File: src/rtl/ps2_rx_pkg.sv
// Shared types and constants for the PS/2 device-to-host frame receiver.
// Frame layout: start(0), 8 data bits LSB-first, odd parity, stop(1).
package ps2_rx_pkg;

    typedef enum logic [1:0] {
        ST_IDLE,
        ST_DATA,
        ST_PARITY,
        ST_STOP
    } rx_state_t;

    localparam int   FRAME_BITS = 11;
    localparam int   DATA_BITS  = 8;
    localparam logic IDLE_LEVEL = 1'b1;

    // Odd parity holds when data plus parity bit carry an odd number of ones.
    function automatic logic odd_parity_ok(input logic [7:0] data, input logic par);
        return ^{data, par};
    endfunction

endpackage

File: src/rtl/ps2_line_filter.sv
// PS/2 input conditioning: 2-FF synchronisers on both lines, debounce on the clock line,
// and a one-cycle strobe on each filtered clock falling edge.
module ps2_line_filter
    import ps2_rx_pkg::*;
#(
    parameter int FILTER_LEN = 4
) (
    input  logic clk,
    input  logic rst,
    input  logic clk_pin,
    input  logic data_pin,
    output logic data_sync,
    output logic fe
);

    logic [1:0] clk_sync;
    logic [1:0] dat_sync;
    logic       clk_filt;
    logic [3:0] run_cnt;

    // The filtered level only follows the synced clock after FILTER_LEN consecutive differing samples.
    always_ff @(posedge clk) begin
        if (rst) begin
            clk_sync <= {2{IDLE_LEVEL}};
            dat_sync <= {2{IDLE_LEVEL}};
            clk_filt <= IDLE_LEVEL;
            run_cnt  <= '0;
            fe       <= 1'b0;
        end else begin
            clk_sync <= {clk_sync[0], clk_pin};
            dat_sync <= {dat_sync[0], data_pin};
            fe       <= 1'b0;
            if (clk_sync[1] == clk_filt) begin
                run_cnt <= '0;
            end else if (run_cnt == 4'(FILTER_LEN - 1)) begin
                clk_filt <= clk_sync[1];
                run_cnt  <= '0;
                fe       <= clk_filt;
            end else begin
                run_cnt <= run_cnt + 4'd1;
            end
        end
    end

    assign data_sync = dat_sync[1];

endmodule

File: src/rtl/ps2_frame_receiver.sv
// PS/2 device-to-host frame receiver with parity, framing and inter-edge timeout checks.
// Define PS2_RX_PACKET_EN to add 3-byte packet assembly on PKT/PKT_VALID.
module ps2_frame_receiver
    import ps2_rx_pkg::*;
#(
    parameter int FILTER_LEN  = 4,
    parameter int TIMEOUT_CYC = 5000
) (
    input  logic        CLK,
    input  logic        RST,
    input  logic        ENA,
    input  logic        PS2CLK,
    input  logic        PS2DATA,
    output logic [7:0]  DOUT,
    output logic        DVALID,
    output logic        PERR,
    output logic        FERR,
    output logic        BUSY
`ifdef PS2_RX_PACKET_EN
    ,
    output logic [23:0] PKT,
    output logic        PKT_VALID
`endif
);

    logic        fe;
    logic        data_sync;
    rx_state_t   state;
    logic [7:0]  shreg;
    logic [2:0]  bit_cnt;
    logic        par;
    logic [12:0] tcnt;
`ifdef PS2_RX_PACKET_EN
    logic [1:0]  pkt_idx;
    logic [15:0] pkt_lo;
`endif

    ps2_line_filter #(
        .FILTER_LEN(FILTER_LEN)
    ) u_filter (
        .clk      (CLK),
        .rst      (RST),
        .clk_pin  (PS2CLK),
        .data_pin (PS2DATA),
        .data_sync(data_sync),
        .fe       (fe)
    );

    // A falling edge always takes priority over an expiring timeout in the same cycle.
    always_ff @(posedge CLK) begin
        if (RST) begin
            state   <= ST_IDLE;
            shreg   <= {8{IDLE_LEVEL}};
            bit_cnt <= '0;
            par     <= IDLE_LEVEL;
            tcnt    <= '0;
            DOUT    <= '0;
            DVALID  <= 1'b0;
            PERR    <= 1'b0;
            FERR    <= 1'b0;
            BUSY    <= 1'b0;
`ifdef PS2_RX_PACKET_EN
            pkt_idx   <= '0;
            pkt_lo    <= '0;
            PKT       <= '0;
            PKT_VALID <= 1'b0;
`endif
        end else begin
            DVALID <= 1'b0;
            PERR   <= 1'b0;
            FERR   <= 1'b0;
`ifdef PS2_RX_PACKET_EN
            PKT_VALID <= 1'b0;
`endif
            case (state)
                ST_IDLE: begin
                    if (fe && ENA && !data_sync) begin
                        state   <= ST_DATA;
                        BUSY    <= 1'b1;
                        bit_cnt <= '0;
                        tcnt    <= '0;
                    end
                end
                default: begin
                    if (fe) begin
                        tcnt <= '0;
                        case (state)
                            ST_DATA: begin
                                shreg <= {data_sync, shreg[7:1]};
                                if (bit_cnt == 3'(DATA_BITS - 1)) begin
                                    state <= ST_PARITY;
                                end else begin
                                    bit_cnt <= bit_cnt + 3'd1;
                                end
                            end
                            ST_PARITY: begin
                                par   <= data_sync;
                                state <= ST_STOP;
                            end
                            ST_STOP: begin
                                state <= ST_IDLE;
                                BUSY  <= 1'b0;
                                if (!data_sync) begin
                                    FERR <= 1'b1;
`ifdef PS2_RX_PACKET_EN
                                    pkt_idx <= '0;
`endif
                                end else if (!odd_parity_ok(shreg, par)) begin
                                    PERR <= 1'b1;
`ifdef PS2_RX_PACKET_EN
                                    pkt_idx <= '0;
`endif
                                end else begin
                                    DOUT   <= shreg;
                                    DVALID <= 1'b1;
`ifdef PS2_RX_PACKET_EN
                                    // A first byte without bit 3 set cannot start a packet; drop it to resync.
                                    if (pkt_idx == 2'd2) begin
                                        PKT       <= {shreg, pkt_lo};
                                        PKT_VALID <= 1'b1;
                                        pkt_idx   <= '0;
                                    end else if (!(pkt_idx == 2'd0 && !shreg[3])) begin
                                        pkt_lo  <= {shreg, pkt_lo[15:8]};
                                        pkt_idx <= pkt_idx + 2'd1;
                                    end
`endif
                                end
                            end
                            default: state <= ST_IDLE;
                        endcase
                    end else if (tcnt == 13'(TIMEOUT_CYC - 1)) begin
                        state <= ST_IDLE;
                        BUSY  <= 1'b0;
                        FERR  <= 1'b1;
                        tcnt  <= '0;
`ifdef PS2_RX_PACKET_EN
                        pkt_idx <= '0;
`endif
                    end else begin
                        tcnt <= tcnt + 13'd1;
                    end
                end
            endcase
        end
    end

endmodule

File: config.mk
export PLATFORM = sky130hd
export DESIGN_NAME = ps2_frame_receiver
export DESIGN_NICKNAME = d
export VERILOG_FILES = /design/src/rtl/ps2_rx_pkg.sv /design/src/rtl/ps2_line_filter.sv /design/src/rtl/ps2_frame_receiver.sv
export SDC_FILE = /design/constraint.sdc
export NUM_CORES = 1
export LEC_CHECK = 0
export ABC_AREA = 1
export CAP_MARGIN = 20
export CORE_MARGIN = 2
export CORE_UTILIZATION = 55
export CTS_CLUSTER_DIAMETER = 60
export CTS_CLUSTER_SIZE = 14
export DETAILED_ROUTE_END_ITERATION = 10
export PLACE_DENSITY = 0.87
export SLEW_MARGIN = 20
export SYNTH_ARGS = -nofsm -noshare
export SYNTH_HDL_FRONTEND = slang
export SYNTH_SLANG_ARGS = --single-unit
File: constraint.sdc
create_clock -name CLK -period 1.7 [get_ports CLK]
set_clock_uncertainty 0.1 [all_clocks]
set_input_delay 0.17 -clock CLK [delete_from_list [all_inputs] [get_ports CLK]]
set_output_delay 0.17 -clock CLK [all_outputs]
set_load 0.02 [all_outputs]
==> impl_metrics.py <==
metrics = {
    "critical_path": {
        "worst_ep_required_time_ps": 1790,
        "cp-end-kind": "flip-flop",
        "start_kind": "flip-flop",
        "critPathMaxFanout": 4,
        "r2r_cells": 9,
        "crit_chain": "ha_1 > ha_1 > nor2_1 > and3_4 > inv_1 > o21ai_1 > inv_1 > nand3_1 > o31ai_1",
        "arrival_ps": 1690,
        "r2r-end": "bit_cnt[0]",
        "worst-r2r-setup-slack_ps": 110,
        "critical_path.max_stage_delay_ps": 340,
        "critPathKind": "flip-flop to flip-flop",
        "cp_slowest_cell": "dfxtp_1",
        "regToRegStartpoint": "bit_cnt[0]",
    },
    "clock_network": {
        "cts-buffers-inserted": 5,
        "worstSkewPairLatency_ps": 300,
        "clock_path_buffers": 2,
        "clkTransAtPathRegs_ps": 80,
        "hold_buffers": 0,
        "cts_max_level": 2,
        "cts_tree": "done",
        "root_buffer": "clkbuf_8",
        "clock_sinks": 49,
    },
    "cells_and_area": {
        "antenna_cells": 0,
        "drive_above_1_share": 0.2119,
        "synthToLayoutAreaGrowth_pct": 19.67,
        "instances_no_fill": 406,
        "fin_area_mm2": 0.002923,
        "final_common_cell": "nand2_1",
        "ff_latch_area_um2": 985.9,
        "multi_input_comb_area_mm2": 0.001306,
        "final_cell_mix": "nand2_1 (77), dfxtp_1 (45), inv_1 (34), nor2_1 (33), nand3_1 (19)",
        "finalNetCount": 367,
        "fillCellCount": 369,
    },
    "global_route": {
        "grt-ovfl-total": 0,
        "antenna_found_initial": 0,
        "use_met1": 0.2374,
        "grt_max_degree": 17,
        "grtUsageTotal": 0.1992,
        "met2_usage": 0.3543,
        "busiest_layer": "met2",
        "grt_pass1_vias": 1911,
        "grt_first_pass_wirelength_mm": 8.079,
        "grtUsageMet3": 0.04274,
    },
    "status": {
        "status": "complete, no violations",
    },
    "power": {
        "comb_power_share": 0.071,
        "p_clk_frac": 0.419,
        "p_switching_mw": 0.4752,
        "seqPwrFrac": 0.510,
        "p_per_area_mw_per_mm2": 783.4,
        "peakVddDrop_v": 0.0005250,
        "internal_power_mw": 1.814,
        "p_leak_nw": 1.250,
        "swShare": 0.2075,
    },
    "routing": {
        "wl_per_cell_um": 11.79,
        "drt_first_iter_violations": 140,
        "vias": 2071,
        "first_pass_iters": 4,
        "routed_wirelength_mm": 4.786,
        "ant_nets": 0,
        "drc_errors": 0,
        "viasPerCell": 5.101,
    },
    "floorplanning": {
        "die_x_um": 70.64,
        "die_h_um": 70.64,
        "die_area_mm2": 0.004989,
        "io_pins": 17,
        "fp.coreArea_mm2": 0.004324,
        "initial_core_util": 0.5648,
        "fp-row-count": 24,
    },
    "sta": {
        "max_slew_margin": 0.6801,
        "setup_violations": 0,
        "max_freq_mhz": 627.1,
        "period_share": 0.9381,
        "finalHoldViolations": 0,
        "tightest_slew_ps": 478.7,
        "fin_crit_ps": 1595,
        "drv_slew": 0,
    },
    "min_path": {
        "min-delay-start": "u_filter.clk_sync[0]",
        "hold_depth": 1,
        "hold_end": "u_filter.clk_sync[1]",
        "hold_class": "flip-flop to flip-flop",
    },
    "placed_design": {
        "place_congestion": 0.8974,
        "dp_hpwl_mm": 3.388,
        "placed_cells": 392,
        "port_buffers": 16,
        "placed_cell_area_mm2": 0.002695,
    },
    "synthesis": {
        "synth_seq_area_share": 0.4016,
        "syn_area_mm2": 0.002442,
        "synth_seq_cells": 49,
        "synth_top_area_cell": "dfxtp_1",
        "syn_area_per_cell_um2": 7.609,
        "syn-num-nets": 335,
        "synth.top_cell.area_share": 0.4016,
        "netlist_instances": 321,
        "synth.distinct_cells": 33,
        "synthTopCellsByArea": "dfxtp_1 (40%), nand2_1 (12%), inv_1 (5.2%)",
        "ys_warn_count": 0,
    },
    "run": {
        "drv_cap": 0,
    },
}
[through the flow]
step	util	setup TNS (ps)	power (mW)	hold slack [ps]	setup slack [ps]
floorplan	-	0	1.287	173.8	138.3
global placement	0.6233	0	1.330	295.4	11.55
detailed placement	0.6233	-8.826	1.333	304.3	-8.826
CTS	0.6603	0	2.304	330.3	23.33
global route	0.6759	-2.975	2.380	332.9	-2.975
finish	0.6759	0	2.290	325.6	105.3
[timing repair]
| item | CTS | global route |
|---|---|---|
| endpoints found under the setup margin | 5 | 20 |
| gates resized for setup | 2 | 11 |
| cloned | 0 | 1 |
| pin swaps | 2 | 6 |
| buffers inserted | 3 | 2 |
[kinds of logic after synthesis]
logic type,count (synthesis),share of synthesized area
AOI/OAI and AO/OA,30,0.07941
xor gates and xnor gates,9,0.03228
adders and majority gates,9,0.04611
buffers and inverters,49,0.08453
DFF,49,0.4016
and+or+nand+nor,175,0.3560
[worst max-delay path, delay by kind of cell (launching register included)]
family	cells	cell delay (ps)
fa+ha+maj	2	370
buf+inv	2	160
flops	1	340
compound gates	2	170
simple gates	3	340
[worst max-delay path by stage]
stage / start / end / slack (ps) / cells past startpoint
after global routing: shreg[4] / DOUT[5] / -3 / 11
after global placement: tcnt[0] / tcnt[2] / 10 / 8
final: bit_cnt[0] / bit_cnt[0] / 110 / 9
after detailed placement: tcnt[0] / tcnt[2] / -9 / 8
after floorplan: state[0] / bit_cnt[0] / 140 / 10
after CTS: tcnt[1] / tcnt[2] / 20 / 8
[metal layers]
layer  up-vias  share of wire
met2        35           0.52
met1       934           0.43
li1       1091              -
met5         -              0
met4         0          0.020
met3        11          0.032
[synthesized netlist by cell type]
cell type / number
a211oi_1: 1
a21o_1: 1
a21oi_1: 14
and3_2: 1
buf_2: 2
buf_6: 2
clkbuf_1: 2
dfxtp_1: 49
ha_1: 9
inv_1: 34
inv_2: 8
inv_6: 1
nand2_1: 78
nand2_2: 9
nand2_8: 1
nand3_1: 21
nand3_2: 4
nand3_4: 2
nand3b_1: 1
nand4_1: 5
nor2_1: 33
nor2_2: 3
nor2_4: 3
nor3_1: 4
nor3_2: 4
o211ai_1: 9
o21a_1: 1
o21ai_0: 2
o21ai_4: 1
o31ai_1: 1
or2_2: 6
xnor2_1: 3
xor2_1: 6
[flip-flops by register name (all words and copies together), names as in the netlist]
register,count
bit_cnt,3
u_filter.run_cnt,4
u_filter.fe,1
shreg,8
tcnt,13
BUSY,1
u_filter.clk_filt,1
par,1
DVALID,1
state,2
u_filter.dat_sync,2
FERR,1
PERR,1
u_filter.clk_sync,2
DOUT,8
[power groups by stage]
stage	logic [mW]	registers, mW	clock network [mW]
final	0.163	1.17	0.959
after global routing	0.181	1.17	1.03
after CTS	0.150	1.17	0.988
after detailed placement	0.139	1.19	0
after global placement	0.137	1.19	0
after floorplan	0.0908	1.20	0
[area by class of cell]
type,count,share of cell area
Clock buffer,5,0.02354
Clock inverter,3,0.02226
Inverter,43,0.05694
Multi-Input combinational cell,224,0.4469
Sequential cell,49,0.3373
Tap cell,52,0.02226
Timing Repair Buffer,30,0.09075
Power figures use the tool's default switching activity.
